**config.mk**
```make
export PLATFORM = sky130hd
export DESIGN_NAME = clk_div_monitor
export DESIGN_NICKNAME = d
export VERILOG_FILES = /design/src/rtl/clk_div_monitor.sv
export SDC_FILE = /design/constraint.sdc
export NUM_CORES = 1
export LEC_CHECK = 0
export ABC_AREA = 1
export CAP_MARGIN = 20
export CORE_MARGIN = 5
export CORE_UTILIZATION = 60
export CTS_BUF_LIST = sky130_fd_sc_hd__clkbuf_4 sky130_fd_sc_hd__clkbuf_8
export DETAILED_ROUTE_END_ITERATION = 7
export PLACE_DENSITY = 0.84
export SLEW_MARGIN = 20
export SYNTH_ARGS = -nofsm -noshare
export SYNTH_HDL_FRONTEND = slang
export SYNTH_SLANG_ARGS = --single-unit
export TNS_END_PERCENT = 1
```
**constraint.sdc**
```tcl
create_clock -name clk_in -period 5.67 [get_ports clk_in]
set_input_delay 1.4175 -clock clk_in [delete_from_list [all_inputs] [get_ports clk_in]]
set_output_delay 1.4175 -clock clk_in [all_outputs]
set_load 0.03 [all_outputs]
```
**src/rtl/clk_div_monitor.sv**
```systemverilog
// Receive-side checker for a generated clock. mon_clk is oversampled in the
// clk_in domain and its rise-to-rise period and rise-to-fall high time are
// measured in clk_in cycles, then compared against an expected divide ratio.
// The block also flags out-of-tolerance periods (sticky) and stalls (stuck).
module clk_div_monitor #(
  parameter int CNT_W   = 16,
  parameter int TIMEOUT = 1024,
  parameter int TOL     = 1
) (
  input  logic             clk_in,
  input  logic             rst_n,
  input  logic             enable,
  input  logic             clr,
  input  logic             mon_clk,
  input  logic [CNT_W-1:0] expected_div,
  output logic [CNT_W-1:0] period_out,
  output logic [CNT_W-1:0] high_out,
  output logic             meas_valid,
  output logic             ratio_ok,
  output logic             err_sticky,
  output logic             stuck
);

  typedef enum logic [1:0] {
    IDLE = 2'd0,
    ARM  = 2'd1,
    MEAS = 2'd2
  } state_e;

  localparam logic [CNT_W-1:0] CNT_MAX   = '1;
  localparam logic [CNT_W-1:0] TIMEOUT_C = CNT_W'(TIMEOUT);
  localparam logic [CNT_W:0]   TOL_C     = (CNT_W+1)'(TOL);

  state_e           state_q;
  logic             s1_q, s2_q, s3_q;
  logic [CNT_W-1:0] cnt_q, cnt_d;
  logic [CNT_W-1:0] high_shadow_q;
  logic [CNT_W-1:0] period_q, high_q;
  logic             meas_valid_q, ratio_ok_q, err_q, stuck_q;

  logic             rise, fall;
  logic             active;
  logic             timeout;
  logic [CNT_W:0]   cnt_x, exp_x, diff;
  logic             in_tol;

  // Two-flop synchroniser plus an edge register; runs regardless of state.
  always_ff @(posedge clk_in) begin
    if (!rst_n) begin
      s1_q <= 1'b0;
      s2_q <= 1'b0;
      s3_q <= 1'b0;
    end else begin
      s1_q <= mon_clk;
      s2_q <= s1_q;
      s3_q <= s2_q;
    end
  end

  assign rise    = s2_q & ~s3_q;
  assign fall    = ~s2_q & s3_q;
  assign active  = (state_q == ARM || state_q == MEAS) && enable;
  assign timeout = active && !rise && (cnt_q == TIMEOUT_C);

  // Tolerance check in CNT_W+1 bits so the difference can never wrap.
  always_comb begin
    cnt_x  = {1'b0, cnt_q};
    exp_x  = {1'b0, expected_div};
    diff   = (cnt_x >= exp_x) ? (cnt_x - exp_x) : (exp_x - cnt_x);
    in_tol = (expected_div == '0) || (diff <= TOL_C);
  end

  // Cycle counter: restart on each rise, cleared when idle or on timeout,
  // otherwise counts up and sticks at all-ones.
  always_comb begin
    cnt_d = cnt_q;
    if (!active)             cnt_d = '0;
    else if (rise)           cnt_d = {{(CNT_W-1){1'b0}}, 1'b1};
    else if (timeout)        cnt_d = '0;
    else if (cnt_q != CNT_MAX) cnt_d = cnt_q + 1'b1;
  end

  // Measurement FSM with registered outputs. Later assignments win, so a
  // set of err/stuck overrides a clr issued in the same cycle.
  always_ff @(posedge clk_in) begin
    if (!rst_n) begin
      state_q       <= IDLE;
      cnt_q         <= '0;
      high_shadow_q <= '0;
      period_q      <= '0;
      high_q        <= '0;
      meas_valid_q  <= 1'b0;
      ratio_ok_q    <= 1'b0;
      err_q         <= 1'b0;
      stuck_q       <= 1'b0;
    end else begin
      cnt_q        <= cnt_d;
      meas_valid_q <= 1'b0;
      if (clr) begin
        err_q   <= 1'b0;
        stuck_q <= 1'b0;
      end
      case (state_q)
        IDLE: begin
          if (enable) state_q <= ARM;
        end
        ARM, MEAS: begin
          if (!enable) begin
            // Drop whatever was in flight; the next enable re-arms.
            state_q <= IDLE;
          end else if (rise) begin
            stuck_q <= 1'b0;
            state_q <= MEAS;
            // A rise seen in ARM only starts the first full period.
            if (state_q == MEAS) begin
              period_q     <= cnt_q;
              high_q       <= high_shadow_q;
              meas_valid_q <= 1'b1;
              ratio_ok_q   <= in_tol;
              if (!in_tol) err_q <= 1'b1;
            end
          end else if (timeout) begin
            stuck_q <= 1'b1;
            state_q <= ARM;
          end else if (fall && state_q == MEAS) begin
            high_shadow_q <= cnt_q;
          end
        end
        default: state_q <= IDLE;
      endcase
    end
  end

  assign period_out = period_q;
  assign high_out   = high_q;
  assign meas_valid = meas_valid_q;
  assign ratio_ok   = ratio_ok_q;
  assign err_sticky = err_q;
  assign stuck      = stuck_q;

endmodule
```
==> impl_metrics.env, run 1 <==
export IMPL_crit_type="in -> reg"
export IMPL_crit_top_cell="nand2_1"
export IMPL_synth_edf_count=0
export IMPL_clkPwrFrac_pct=34.3
export IMPL_vias=5287
export IMPL_ys_async_sr_fraction_pct=0
export IMPL_clock_path_buffers=2
export IMPL_syn_num_nets=872
export IMPL_cts_setup_buffers=0
export IMPL_p_sw_share_pct=29.8
export IMPL_ys_types=33
export IMPL_drv_slew=0
export IMPL_coreArea_um2=8260
export IMPL_grt_pass1_wl_um=23100
export IMPL_pin_count=57
export IMPL_period_minus_slack_ps=3900
export IMPL_dpl_instance_area_um2=5750
export IMPL_gp_congestion=0.966
export IMPL_fp_dieW_um=102
export IMPL_yosys_warnings=0
export IMPL_synth_top_cell_area_share_pct=28.5
export IMPL_tns_ps=0
export IMPL_wirelength_um=14300
export IMPL_cp_num_buf_inv=4
export IMPL_grt_overflow_total=0
export IMPL_worstSkewPairLatency_ps=340
export IMPL_finalClockSkew_ps=4.17
export IMPL_final_nets=922
export IMPL_p_int_mw=0.838
export IMPL_cts_hold_buffers=0
export IMPL_critical_path_arrival_ps=4200
export IMPL_fin_ws_ps=1770
export IMPL_rsz0062_at_grt="no"
export IMPL_slowest_stage="clkdlybuf4s50_1"
export IMPL_postSynthCellCount=811
export IMPL_crit_chain="clkdlybuf4s50_1, inv_1, ha_1, nand2_1, nand2_1, nand2_1, nand2_1, nand2_1, nand2_1, nor2_4, nand2_8, inv_2, nand2_1, nand2_1, nand2_1, nor2_1, nand3_1, nand3_1, nand2_1, inv_1"
export IMPL_drt_iter0_markers=458
export IMPL_start_util_pct=62.1
export IMPL_run_status="completed"
export IMPL_tightestPinTransition_ps=917
export IMPL_synth_ff_type="dfxtp_1"
export IMPL_grt_max_degree=57
export IMPL_cts_root_buffer="clkbuf_8"
export IMPL_post_cts_resized=0
export IMPL_cts_tree="done"
export IMPL_pwr_share_seq_pct=45.1
export IMPL_critPathCaptureType="flop"
export IMPL_die_y_um=102
export IMPL_worstPathMaxFanout=16
export IMPL_p_sw_mw=0.356
export IMPL_final_cell_area_um2=5950
export IMPL_ys_ff_latch=73
export IMPL_dp_hpwl_um=11400
export IMPL_n_antenna_cell=0
export IMPL_remaining_drc_errors=0
export IMPL_drive_above_1_share_pct=5.89
export IMPL_powerDensity_nw_per_um2=200
export IMPL_die_area_um2=10500
export IMPL_cp_required_ps=5960
export IMPL_syn_area_um2=5120
export IMPL_io_buffers=56
export IMPL_ant_nets=0
export IMPL_min_path_type="reg -> reg"
export IMPL_finalSetupViolCount=0
export IMPL_grt_usage_pct=27.9
export IMPL_synth_area_top_cells="dfxtp_1 (29%), nand2_1 (16%), inv_1 (9.7%), ha_1 (9.3%), a21oi_1 (6.6%)"
export IMPL_placed_cells=955
export IMPL_startpoint_type="primary input"
export IMPL_ys_seq_area_share_pct=28.5
export IMPL_finalHoldViolCount=0
export IMPL_yosysMostFrequentCell="nand2_1"
export IMPL_fmax_mhz=256
export IMPL_ys_top_cells_by_count="nand2_1 (218), inv_1 (132), dfxtp_1 (73)"
export IMPL_yosys_area_top_type="dfxtp_1"
export IMPL_wl_per_cell_um=14.8
export IMPL_cts_made_buffers=9
export IMPL_row_count=33
export IMPL_htreeDepth=3
export IMPL_pwr_share_comb_pct=20.6
export IMPL_first_global_vias=4791
export IMPL_cpLargestDelayFamily="simple AND/OR/NAND/NOR gates"
export IMPL_slowest_delay_ps=530
export IMPL_irDropWorstVdd_v=0.000213
export IMPL_power_mw=1.19
export IMPL_cts_sinks=73
export IMPL_pre_cts_ws_ps=1470
export IMPL_drt_pass1_iterations=4
export IMPL_maxCapViolations=0
export IMPL_drt_vias_per_instance=5.44
export IMPL_avgSynthCellArea_um2=6.32
export IMPL_slew_headroom_pct=38.8
export IMPL_p_leak_nw=2.98
export IMPL_antenna_found_initial=0
export IMPL_instances_no_fill=971
export IMPL_area_growth_pct=16.1
export IMPL_path_clk_slew_ps=70
export IMPL_post_route_period_util_pct=68.9
-- registers in the layout, indices dropped and copies added (netlist names), 2 cells and up --
| signal | flops |
|---|---|
| cnt_q | 16 |
| high_out | 16 |
| high_shadow_q | 16 |
| period_out | 16 |
| state_q | 2 |
-- per-stage QoR --
step / util (%) / hold WS [ps]
3_5_place_dp: 69.6 / 415
2_1_floorplan: - / 390
4_1_cts: 72.1 / 432
3_3_place_gp: 69.6 / 396
5_1_grt: 72.1 / 450
6_report: 72.1 / 429
-- cell usage in the layout, fill, tap and decap left out, types with 2 or more instances in the layout --
cell type,instances
a21oi_1,68
and2_1,2
buf_4,4
clkbuf_4,2
clkbuf_8,10
clkdlybuf4s50_1,56
clkinvlp_4,3
dfxtp_1,73
fa_1,2
ha_1,38
inv_1,132
inv_2,7
nand2_1,218
nand2_2,9
nand3_1,50
nand3_2,3
nand4_1,14
nor2_1,61
nor2_2,4
nor2_4,4
nor3_1,8
nor3_2,2
nor4_1,9
o21ai_0,64
xor2_1,15
-- per-layer routing --
metal,track usage (%),vias to the layer above,wire length [µm]
li1,-,2672,-
met4,5.05,0,102
met3,5.46,13,959
met2,44.5,171,6690
met1,39.5,2431,6590
met5,0,-,0
-- power groups by stage --
stage          registers (mW)  clock network [mW]  logic, mW
3_5_place_dp            0.549                   0      0.240
5_1_grt                 0.540               0.441      0.273
6_report                0.538               0.410      0.245
4_1_cts                 0.538               0.413      0.241
2_1_floorplan           0.557                   0      0.154
3_3_place_gp            0.548                   0      0.230
-- area by class of cell --
cell class	instances	area, µm²
multi-input combinational	578	3040
fill	707	2310
sequential	73	1460
timing repair buffer	60	591
inverter	139	522
clock buffer	12	153
tap	105	131
clock inverter	4	52.6
-- kinds of logic after synthesis --
logic type	count (synthesis)	synth area share [%]
buffers and inverters	160	12.2
AND/OR/NAND/NOR	386	33.1
XOR/XNOR	15	2.56
adder cells (fa/ha/maj)	40	10.1
flip-flops	73	28.5
AO/OA/AOI/OAI	137	13.5
-- worst min-delay path, stage by stage, from the launching register on --
cell and delay [ps]:
dfxtp_1 300, nand2_1 50, inv_1 30
-- worst paths after layout --
kind	from	to	slack, ps	cells past startpoint
hold reg to reg	s1_q$_SDFF_PN0_	s2_q$_SDFF_PN0_	430	2
hold / removal	s1_q$_SDFF_PN0_	s2_q$_SDFF_PN0_	430	2
setup / recovery	expected_div[10]	ratio_ok$_SDFFE_PN0P_	1770	20
setup reg to reg	cnt_q[11]$_SDFFE_PP0P_	ratio_ok$_SDFFE_PN0P_	2980	18
Note: power is estimated with default switching activity, not from simulation.
==> run 2, diff against run 1 <==
CORE_UTILIZATION = 59   (was 60)
PLACE_DENSITY = 0.83   (was 0.84)
clock period = 3.95 ns   (was 5.67 ns; I/O delays follow)
==> run 2 against run 1 <==
Wire length grew 0.18%. Global-route usage increased by 0.35 points. Clock skew up 2.4 ps. First-iteration DRC count shrank 54%.
==> impl_metrics.env, run 2 (same netlist as run 1, synthesis figures left out) <==
export IMPL_htreeDepth=3
export IMPL_dp_hpwl_um=11300
export IMPL_critPathCaptureType="flop"
export IMPL_final_common_cell="nand2_1"
export IMPL_path_clk_slew_ps=70
export IMPL_pin_count=57
export IMPL_final_nets=924
export IMPL_finalSetupViolCount=0
export IMPL_cts_hold_buffers=0
export IMPL_coreArea_um2=8590
export IMPL_power_mw=1.79
export IMPL_drt_pass1_iterations=5
export IMPL_n_antenna_cell=0
export IMPL_r2r_slack_ps=1270
export IMPL_finalClockSkew_ps=6.56
export IMPL_antenna_found_initial=0
export IMPL_drv_slew=0
export IMPL_cp_required_ps=4190
export IMPL_cts_setup_buffers=0
export IMPL_final_cell_area_um2=6000
export IMPL_area_growth_pct=17.1
export IMPL_critical_path_arrival_ps=3670
export IMPL_cts_sinks=73
export IMPL_cts_made_buffers=9
export IMPL_grt_max_degree=56
export IMPL_rr_worst_depth=19
export IMPL_final_cell_mix="nand2_1 (218), inv_1 (132), dfxtp_1 (73), a21oi_1 (68), o21ai_0 (64)"
export IMPL_post_cts_resized=0
export IMPL_die_y_um=103
export IMPL_seq_area_um2=1460
export IMPL_min_path_type="reg -> reg"
export IMPL_die_area_um2=10700
export IMPL_slew_headroom_pct=57.8
export IMPL_irDropWorstVdd_v=0.000297
export IMPL_rsz0062_at_grt="no"
export IMPL_cts_root_buffer="clkbuf_8"
export IMPL_drt_iter0_markers=212
export IMPL_dpl_instance_area_um2=5770
export IMPL_worstSkewPairLatency_ps=340
export IMPL_fmax_mhz=291
export IMPL_hold_slack_ps=435
export IMPL_period_minus_slack_ps=3430
export IMPL_wl_per_cell_um=14.7
export IMPL_drive_above_1_share_pct=6.11
export IMPL_multi_input_area_um2=3040
export IMPL_reg2reg_to="ratio_ok$_SDFFE_PN0P_"
export IMPL_grt_pass1_wl_um=23800
export IMPL_tightestPinTransition_ps=631
export IMPL_first_global_vias=5168
export IMPL_crit_end="err_sticky$_SDFF_PN0_"
export IMPL_grt_overflow_total=0
export IMPL_finalHoldViolCount=0
export IMPL_tns_ps=0
export IMPL_remaining_drc_errors=0
export IMPL_critPathLaunch="expected_div[3]"
export IMPL_maxCapViolations=0
export IMPL_ant_nets=0
export IMPL_fp_dieW_um=103
export IMPL_grt_usage_pct=28.2
export IMPL_powerDensity_nw_per_um2=298
export IMPL_r2r_start="cnt_q[11]$_SDFFE_PP0P_"
export IMPL_startpoint_type="primary input"
export IMPL_fill_cells=733
export IMPL_io_buffers=56
export IMPL_clock_path_buffers=2
export IMPL_drt_vias_per_instance=5.46
export IMPL_crit_type="in -> reg"
export IMPL_gp_congestion=1.04
export IMPL_p_leak_nw=3.00
export IMPL_wirelength_um=14400
export IMPL_row_count=34
export IMPL_post_route_period_util_pct=86.9
export IMPL_vias=5333
export IMPL_start_util_pct=59.6
export IMPL_worstPathMaxFanout=16
export IMPL_cts_tree="done"
export IMPL_run_status="completed"
## run 2: changes by cell type in the layout (fill, tap and decap cells not counted), sizes merged
cell | before | now
buf | 4 | 6
bufinv | 1 | 2
clkinvlp | 3 | 2
## run 2: worst max-delay path, cell delays in order
cell             delay, ps
clkdlybuf4s50_1        510
inv_1                   60
ha_1                   500
nand2_2                150
nor2_2                 190
nand3_1                140
nand3_2                130
nand2_4                 90
nand2_8                140
inv_2                  100
nand2_1                 70
nand2_1                 60
inv_1                   50
nand2_1                 40
nor2_1                 110
nand3_1                160
nand3_1                120
nand2_1                 50
## run 2: final cells by class
type | instances | share of cell area, %
multi-input combinational | 578 | 50.7
sequential | 73 | 24.4
timing repair buffer | 62 | 10.1
inverter | 139 | 8.70
clock buffer | 12 | 2.65
tap | 108 | 2.25
clock inverter | 4 | 1.25
## run 2: worst min path at each step
stage	depth (start not counted)	startpoint	end	slack (ps)
6_report	2	s1_q$_SDFF_PN0_	s2_q$_SDFF_PN0_	440
5_1_grt	2	s1_q$_SDFF_PN0_	s2_q$_SDFF_PN0_	440
4_1_cts	2	s1_q$_SDFF_PN0_	s2_q$_SDFF_PN0_	430
3_5_place_dp	2	s1_q$_SDFF_PN0_	s2_q$_SDFF_PN0_	410
3_3_place_gp	2	s1_q$_SDFF_PN0_	s2_q$_SDFF_PN0_	410
2_1_floorplan	2	s1_q$_SDFF_PN0_	s2_q$_SDFF_PN0_	390
## run 2: layer usage
metal | track usage [%] | up-vias | wire length, µm
met5 | 0 | - | 0
met4 | 15.0 | 0 | 683
met3 | 4.69 | 54 | 742
met2 | 48.6 | 201 | 7020
met1 | 33.6 | 2397 | 5920
li1 | - | 2681 | -
## run 2: power by group
group,total [mW],switching [mW],internal [mW],leakage (nW)
sequential,0.773,0.0164,0.756,0.589
clock,0.665,0.268,0.397,0.112
combinational,0.347,0.222,0.125,2.30
## run 2: per-stage QoR
stage                     utilization (%)  worst slack [ps]  instances
final                                69.8               518        976
after global routing                 69.8               265        976
after CTS                            69.8               541        976
after detailed placement             67.1               178        960
after global placement               67.1               261        960
after floorplan                         -              1190        811
==> run 3, diff against run 2 <==
RECOVER_POWER = 25   (was unset)
==> run 3 against run 2 <==
The flow now finishes with violations (max-capacitance violations, max-slew violations). Critical path type unchanged. Fmax grew 0.17%. First-iteration DRC count grew 20%. Clock power grew 0.9%. Hold slack is essentially flat. Final area is essentially flat. Critical path depth is the same.
==> impl_metrics.env, run 3 (same netlist as run 1, synthesis figures left out) <==
export IMPL_finalClockSkew_ps=5.91
export IMPL_maxCapViolations=1
export IMPL_remaining_drc_errors=0
export IMPL_grt_overflow_total=0
export IMPL_pin_count=57
export IMPL_r2r_start="cnt_q[11]$_SDFFE_PP0P_"
export IMPL_post_cts_resized=0
export IMPL_dpl_instance_area_um2=5770
export IMPL_grt_pass1_wl_um=23800
export IMPL_instances_no_fill=976
export IMPL_min_path_type="reg -> reg"
export IMPL_critPathCaptureType="flop"
export IMPL_final_nets=924
export IMPL_violations="max-capacitance violations, max-slew violations"
export IMPL_hp_start="s1_q$_SDFF_PN0_"
export IMPL_io_buffers=56
export IMPL_area_growth_pct=17.0
export IMPL_crit_type="in -> reg"
export IMPL_drt_iter0_markers=255
export IMPL_pwr_share_comb_pct=19.4
export IMPL_powerDensity_nw_per_um2=299
export IMPL_die_area_um2=10700
export IMPL_tightestPinTransition_ps=1710
export IMPL_cts_hold_buffers=0
export IMPL_slew_headroom_pct=-13.7
export IMPL_cts_tree="done"
export IMPL_cts_sinks=73
export IMPL_gp_congestion=1.04
export IMPL_clkPwrFrac_pct=37.5
export IMPL_min_path_cells=2
export IMPL_rsz0062_at_grt="no"
export IMPL_coreArea_um2=8590
export IMPL_grt_max_degree=56
export IMPL_clock_path_buffers=2
export IMPL_final_cell_mix="nand2_1 (218), inv_1 (132), dfxtp_1 (73), a21oi_1 (68), o21ai_0 (64)"
export IMPL_pwr_share_seq_pct=43.2
export IMPL_final_common_cell="nand2_1"
export IMPL_whs_endpoint="s2_q$_SDFF_PN0_"
export IMPL_n_antenna_cell=0
export IMPL_wl_per_cell_um=14.8
export IMPL_rr_worst_depth=17
export IMPL_ant_nets=0
export IMPL_r2r_slack_ps=1270
export IMPL_wirelength_um=14500
export IMPL_startpoint_type="primary input"
export IMPL_start_util_pct=59.6
export IMPL_post_route_period_util_pct=86.7
export IMPL_drv_slew=56
export IMPL_worstSkewPairLatency_ps=340
export IMPL_p_leak_nw=3.05
export IMPL_dp_hpwl_um=11300
export IMPL_antenna_found_initial=0
export IMPL_period_minus_slack_ps=3430
export IMPL_drt_vias_per_instance=5.45
export IMPL_finalHoldViolCount=0
export IMPL_final_cell_area_um2=6000
export IMPL_critical_path_arrival_ps=3660
export IMPL_row_count=34
export IMPL_fp_dieW_um=103
export IMPL_cp_required_ps=4190
export IMPL_placed_cells=960
export IMPL_tns_ps=0
export IMPL_reg2reg_to="err_sticky$_SDFF_PN0_"
export IMPL_worstPathMaxFanout=16
export IMPL_fmax_mhz=292
export IMPL_htreeDepth=3
export IMPL_vias=5322
export IMPL_first_global_vias=5168
export IMPL_fill_cells=735
export IMPL_hold_slack_ps=435
export IMPL_cts_made_buffers=9
export IMPL_path_clk_slew_ps=70
export IMPL_run_status="finished, violations left"
export IMPL_p_sw_mw=0.513
export IMPL_drive_above_1_share_pct=5.99
export IMPL_p_int_mw=1.28
export IMPL_finalSetupViolCount=0
export IMPL_fin_ws_ps=524
export IMPL_p_sw_share_pct=28.7
export IMPL_cts_root_buffer="clkbuf_8"
export IMPL_grt_usage_pct=28.2
export IMPL_pre_cts_ws_ps=178
export IMPL_irDropWorstVdd_v=0.000295
export IMPL_die_y_um=103
export IMPL_drt_pass1_iterations=5
export IMPL_cts_setup_buffers=0
## run 3: layout make-up
| type | instances | area [µm²] | area share, % |
|---|---|---|---|
| Clock buffer | 12 | 159 | 2.65 |
| Clock inverter | 4 | 75.1 | 1.25 |
| Inverter | 139 | 522 | 8.70 |
| Multi-Input combinational cell | 578 | 3040 | 50.7 |
| Sequential cell | 73 | 1460 | 24.4 |
| Tap cell | 108 | 135 | 2.25 |
| Timing Repair Buffer | 62 | 602 | 10.0 |
## run 3: layer usage
| metal | global-route usage [%] | wire length (µm) | vias up |
|---|---|---|---|
| li1 | - | - | 2678 |
| met4 | 15.0 | 707 | 0 |
| met1 | 33.6 | 6060 | 2403 |
| met3 | 4.69 | 652 | 58 |
| met2 | 48.6 | 7030 | 183 |
| met5 | 0 | 0 | - |
## run 3: how the worst max path moves through the flow
stage | startpoint | to | slack [ps] | cells after the start
6_report | expected_div[3] | err_sticky$_SDFF_PN0_ | 520 | 18
5_1_grt | expected_div[3] | err_sticky$_SDFF_PN0_ | 260 | 18
4_1_cts | expected_div[3] | err_sticky$_SDFF_PN0_ | 540 | 18
3_5_place_dp | expected_div[3] | err_sticky$_SDFF_PN0_ | 180 | 18
3_3_place_gp | expected_div[10] | err_sticky$_SDFF_PN0_ | 260 | 19
2_1_floorplan | expected_div[11] | err_sticky$_SDFF_PN0_ | 1190 | 20
## run 3: metrics by stage
step,power [mW],utilization [%]
CTS,1.79,69.8
global placement,1.12,67.1
global route,1.88,69.8
detailed placement,1.13,67.1
finish,1.79,69.8
floorplan,1.02,-
## run 3: critical path, stage by stage
cell and delay [ps]:
clkdlybuf4s50_1 510, inv_1 60, ha_1 500, nand2_2 140, nor2_2 190, nand3_1 140
nand3_2 130, nand2_4 90, nand2_8 130, inv_2 100, nand2_1 70, nand2_1 60
inv_1 50, nand2_1 40, nor2_1 110, nand3_1 170, nand3_1 120, nand2_1 50
## run 3: power groups by stage
stage                     sequential (mW)  combinational, mW  clock (mW)
after global routing                0.775              0.389       0.715
after detailed placement            0.789              0.342           0
after floorplan                     0.800              0.221           0
after CTS                           0.773              0.344       0.674
final                               0.773              0.347       0.671
after global placement              0.788              0.334           0
